### config.mk
export PLATFORM = sky130hd
export DESIGN_NAME = can_interrupt_ctrl
export DESIGN_NICKNAME = d
export VERILOG_FILES = /design/src/rtl/can_interrupt_ctrl.sv
export SDC_FILE = /design/constraint.sdc
export NUM_CORES = 1
export LEC_CHECK = 0
export CAP_MARGIN = 5
export CORE_ASPECT_RATIO = 0.9
export CORE_MARGIN = 2
export CORE_UTILIZATION = 39
export CTS_CLUSTER_DIAMETER = 100
export DETAILED_ROUTE_END_ITERATION = 10
export GPL_ROUTABILITY_DRIVEN = 1
export PLACE_DENSITY = 0.81
export SKIP_CTS_REPAIR_TIMING = 1
export SLEW_MARGIN = 10
export SYNTH_ARGS = -nofsm -noshare
export SYNTH_HDL_FRONTEND = slang
export SYNTH_SLANG_ARGS = --single-unit
### constraint.sdc
create_clock -name sys_clk -period 1.6 [get_ports sys_clk]
set_input_delay 0.48 -clock sys_clk [delete_from_list [all_inputs] [get_ports sys_clk]]
set_output_delay 0.48 -clock sys_clk [all_outputs]
set_load 0.005 [all_outputs]
### src/rtl/can_interrupt_ctrl.sv
// ---------------------------------------------------------------------------
// can_interrupt_ctrl
//
// Sticky interrupt status block for the CAN core. Each of the N_IRQ event
// sources passes through an optional synchroniser and is then qualified as
// a level or a rising-edge event, depending on its mode bit. An event sets a
// sticky status bit. An event that arrives while the status bit is already
// set also sets a sticky miss bit. Software clears both bits by writing 1s
// through the clear strobe. The enable register masks status into pending.
// The OR of pending drives a registered CPU interrupt line, and a
// registered ID reports the lowest-index pending channel.
//
// Ports:
//   sys_clk                in   system clock, rising edge
//   sys_rst_n              in   asynchronous active-low reset
//   irq_src[N_IRQ]         in   raw event sources from the CAN core
//   en_we / mode_we        in   write strobes for the enable / mode registers
//   clr_we                 in   write strobe for write-1-to-clear of status/miss
//   DEMUX2interrupt_wdata  in   shared write data for the three strobes
//   interruptstat2MUX      out  sticky raw status (zero-extended)
//   interruptpend2MUX      out  status & enable (zero-extended)
//   interruptmiss2MUX      out  sticky overflow (zero-extended)
//   interrupten2MUX        out  enable register readback
//   interruptmode2MUX      out  mode readback, 1 = rising edge, 0 = level
//   irq                    out  registered OR of pending
//   irq_id                 out  lowest pending channel index, 0 when idle
// ---------------------------------------------------------------------------
module can_interrupt_ctrl #(
    parameter int N_IRQ       = 12,
    parameter int DATA_W      = 32,
    parameter int SYNC_STAGES = 2,
    parameter int ID_W        = 5
) (
    input  logic              sys_clk,
    input  logic              sys_rst_n,
    input  logic [N_IRQ-1:0]  irq_src,
    input  logic              en_we,
    input  logic              mode_we,
    input  logic              clr_we,
    input  logic [DATA_W-1:0] DEMUX2interrupt_wdata,
    output logic [DATA_W-1:0] interruptstat2MUX,
    output logic [DATA_W-1:0] interruptpend2MUX,
    output logic [DATA_W-1:0] interruptmiss2MUX,
    output logic [DATA_W-1:0] interrupten2MUX,
    output logic [DATA_W-1:0] interruptmode2MUX,
    output logic              irq,
    output logic [ID_W-1:0]   irq_id
);

    logic [N_IRQ-1:0] src_s;      // synchronised sources
    logic [N_IRQ-1:0] src_prev;   // edge history, one cycle behind src_s
    logic [N_IRQ-1:0] status;
    logic [N_IRQ-1:0] miss;
    logic [N_IRQ-1:0] enable;
    logic [N_IRQ-1:0] mode;
    logic [N_IRQ-1:0] wdata;
    logic [N_IRQ-1:0] clr_mask;
    logic [N_IRQ-1:0] event_v;
    logic [N_IRQ-1:0] pending;

    // Index of the lowest set bit; 0 when the vector is empty.
    function automatic logic [ID_W-1:0] lowest_index(input logic [N_IRQ-1:0] v);
        logic [ID_W-1:0] id;
        id = '0;
        for (int i = N_IRQ - 1; i >= 0; i--) begin
            if (v[i]) id = ID_W'(i);
        end
        return id;
    endfunction

    assign wdata = DEMUX2interrupt_wdata[N_IRQ-1:0];

    generate
        if (DATA_W > N_IRQ) begin : g_unused_wdata
            logic unused_wdata_hi;
            assign unused_wdata_hi = ^DEMUX2interrupt_wdata[DATA_W-1:N_IRQ];
        end
    endgenerate

    // Input synchroniser stage
    generate
        if (SYNC_STAGES == 0) begin : g_no_sync
            assign src_s = irq_src;
        end else begin : g_sync
            logic [N_IRQ-1:0] sync_q [SYNC_STAGES];
            always_ff @(posedge sys_clk or negedge sys_rst_n) begin
                if (!sys_rst_n) begin
                    for (int k = 0; k < SYNC_STAGES; k++) sync_q[k] <= '0;
                end else begin
                    sync_q[0] <= irq_src;
                    for (int k = 1; k < SYNC_STAGES; k++) sync_q[k] <= sync_q[k-1];
                end
            end
            assign src_s = sync_q[SYNC_STAGES-1];
        end
    endgenerate

    // Event qualification. The edge history is updated in both modes, so a
    // mode switch never manufactures an edge. Because the history resets to 0,
    // a source that is already high at reset release produces exactly one edge.
    assign event_v  = (mode & src_s & ~src_prev) | (~mode & src_s);
    assign clr_mask = clr_we ? wdata : '0;
    assign pending  = status & enable;

    // Status / miss / configuration / interrupt output stage
    always_ff @(posedge sys_clk or negedge sys_rst_n) begin
        if (!sys_rst_n) begin
            src_prev <= '0;
            status   <= '0;
            miss     <= '0;
            enable   <= '0;
            mode     <= '0;
            irq      <= 1'b0;
            irq_id   <= '0;
        end else begin
            src_prev <= src_s;
            // A set has priority over a clear in the same cycle.
            status   <= event_v | (status & ~clr_mask);
            // A same-cycle clear suppresses the overflow flag, because the new
            // event is then the only one that software has not yet seen.
            miss     <= (event_v & status & ~clr_mask) | (miss & ~clr_mask);
            if (en_we)   enable <= wdata;
            if (mode_we) mode   <= wdata;
            irq      <= |pending;
            irq_id   <= lowest_index(pending);
        end
    end

    assign interruptstat2MUX = DATA_W'(status);
    assign interruptpend2MUX = DATA_W'(pending);
    assign interruptmiss2MUX = DATA_W'(miss);
    assign interrupten2MUX   = DATA_W'(enable);
    assign interruptmode2MUX = DATA_W'(mode);

endmodule

==> impl_metrics.ini <==
[global_route]
grt_use_total_pct = 15.7
antenna_found_initial = 0
grt_pass1_vias = 2527
grt_pass1_wl_mm = 12.7
overflow = 0
grt_max_degree = 90

[timing]
rsz0062_at_grt = yes
layout_setup_ws_ns = -0.0380
post-route-min-period_ns = 1.64
drv_slew = 0
finalSetupTns_ns = -0.136
skew_ns = 0.0110
period_share_pct = 102
hold_viol = 0
timing.hold.ws_ns = 0.119
setup_viol = 6
timing.fmax_mhz = 611

[worst_setup_path]
critPathMaxFanout = 3
worstSetupStartpointType = flop
startpoint = enable[3]
required_ns = 1.12
rrSetupSlack_ns = 0.06
cp-end-kind = output port
reg2reg_depth = 5
timing.rr.end = irq_id[0]
critPathKind = reg -> out
worstPathArrival_ns = 1.16
reg2reg_from = status[4]

[power]
p_int_w = 0.00386
leakage_nw = 3.01
swShare_pct = 26.7
ir_worst_vdd_mv = 0.599
pwr-share-clk_pct = 28.8
power-per-cell-area_mw_per_mm2 = 982
p_switching_w = 0.00141
comb_power_share_pct = 22.6
p_seq_share_pct = 48.6

[routing]
vias = 2641
wl_met1_mm = 3.46
routed.top_layer = met4
ant_nets = 0
drt_wl_total_mm = 8.70
wl_met2_mm = 4.31
drc = 0
viasPerCell = 4.34
wl_per_cell_um = 14.3
dr.pass1.iters = 4
drtIter0Drc = 108
dr_wl_met3_um = 775

[floorplanning]
num_rows = 34
start_util_pct = 39.8
die_x_um = 108
design.core.area_mm2 = 0.00961
die_h_um = 98.0
dieArea_mm2 = 0.0106
ios = 215

[logic_synthesis]
netlist_instances = 316
synth-edff-count = 0
avgSynthCellArea_um2 = 12.1
synth_cell_types = 27
netlist_area_mm2 = 0.00383
yosysWarningCount = 0
synthFlopType = dfrtp_1
ys_ff_latch = 89
synthArstFlopShare_pct = 100
seq_area_frac_synth_pct = 58.2

[finish]
drive_above_1_share_pct = 27.3
area_growth_pct = 40.2
nNetsFinal = 527
seq_area_mm2 = 0.00223
multi_input_area_mm2 = 0.00120
instances_no_fill = 609
design_area_mm2 = 0.00537
antenna_cells = 0
fillers = 794

[hold_path]
hp-class = in -> async

[placed_design]
place_area_mm2 = 0.00477
dpl.hpwl_mm = 5.86
gp_congestion = 0.746
portBuffers = 93
place_inst = 558

[run]
drv_cap = 0

[status]
failed_checks = negative setup slack
status = finished with violations

[clock_tree]
insertion_delay_ns = 0.35
cts_made_buffers = 9
cts_tree = done
clockBufferDepth = 2
cts_num_sinks = 89
htree_levels = 3
cts-root-buf = clkbuf_8
clk_pin_slew_worst_paths_ns = 0.09
-- worst max-delay path, stage by stage (launching register included) --
cell      delay, ns
dfrtp_1        0.41
buf_4          0.14
and2_4         0.15
clkbuf_2       0.10
-- power groups by stage --
stage | combinational (W) | clock (W) | sequential (W)
2_1_floorplan | 0.000501 | 0 | 0.00262
3_3_place_gp | 0.00106 | 0 | 0.00260
3_5_place_dp | 0.00109 | 0 | 0.00261
4_1_cts | 0.00110 | 0.00155 | 0.00257
5_1_grt | 0.00131 | 0.00166 | 0.00259
6_report | 0.00119 | 0.00152 | 0.00256
-- synthesized netlist by cell type (all sizes together), types with 2 or more instances --
library cell,count,area (um2)
nand2,21,81.3
clkbuf,2,7.51
nor3,2,10.0
a21boi,12,90.1
dfrtp,89,2230
buf,103,768
mux2,24,270
a21oi,26,130
and2,4,25.0
inv,8,30.0
a21o,12,91.3
a211oi,2,15.0
-- logic make-up (layout without fill, tap and decap cells) --
group	count (synthesis)	count (layout)	share of synthesized area (%)
simple gates	32	32	3.89
flops	89	89	58.2
compound gates	57	57	9.71
buf+inv	113	180	21.1
mux	24	24	7.06
other cells	1	101	0.0980
-- registers in the layout, summed over array words and instances (netlist names) --
signal         flops
irq_id             4
g_sync.sync_q     12
src_s             12
status            12
src_prev          12
mode              12
miss              12
irq                1
enable            12
-- routing by layer --
layer  global-route usage, %  up-vias
met3                    6.07       16
met2                    24.9      149
met5                       0        -
met1                    19.1     1300
li1                        -     1176
met4                    6.31        0
-- through the flow --
stage / worst slack [ns] / total power (W) / util, %
2_1_floorplan: 0.223 / 0.00312 / -
3_3_place_gp: -0.0246 / 0.00366 / 49.6
3_5_place_dp: -0.0447 / 0.00369 / 49.6
4_1_cts: -0.365 / 0.00522 / 51.7
5_1_grt: -0.0901 / 0.00556 / 55.8
6_report: -0.0380 / 0.00527 / 55.8
-- area by class of cell --
class | count | area share [%]
Clock buffer | 10 | 2.38
Clock inverter | 6 | 1.26
Inverter | 8 | 0.560
Multi-Input combinational cell | 214 | 22.4
Sequential cell | 89 | 41.5
Tap cell | 126 | 2.94
Timing Repair Buffer | 156 | 29.0
-- cells in the final DEF (no fill, tap or decap), types with 2 or more instances in the layout --
cell type / synthesis / final
inv_2: 3 / 4
dlymetal6s2s_1: 0 / 55
buf_4: 101 / 56
and2_4: 0 / 4
buf_12: 0 / 4
nor3_1: 2 / 2
clkinvlp_4: 0 / 2
a21oi_1: 26 / 26
clkbuf_8: 0 / 9
buf_6: 0 / 4
conb_1: 1 / 101
nand2_1: 20 / 13
clkdlybuf4s50_1: 0 / 27
a21boi_0: 12 / 12
a211oi_1: 2 / 2
dfrtp_1: 89 / 89
a21o_1: 11 / 11
clkbuf_2: 0 / 10
nand2_2: 1 / 7
mux2_2: 24 / 24
inv_1: 5 / 4
-- worst max-delay path by stage --
stage | endpoint | slack (ns) | cells past startpoint
6_report | interruptpend2MUX[3] | -0.04 | 3
5_1_grt | interruptpend2MUX[3] | -0.09 | 3
4_1_cts | interruptpend2MUX[4] | -0.36 | 3
3_5_place_dp | mode[3] | -0.04 | 3
3_3_place_gp | enable[5] | -0.02 | 3
2_1_floorplan | irq_id[0] | 0.22 | 4
No activity file was read; power rests on OpenSTA's default activity.
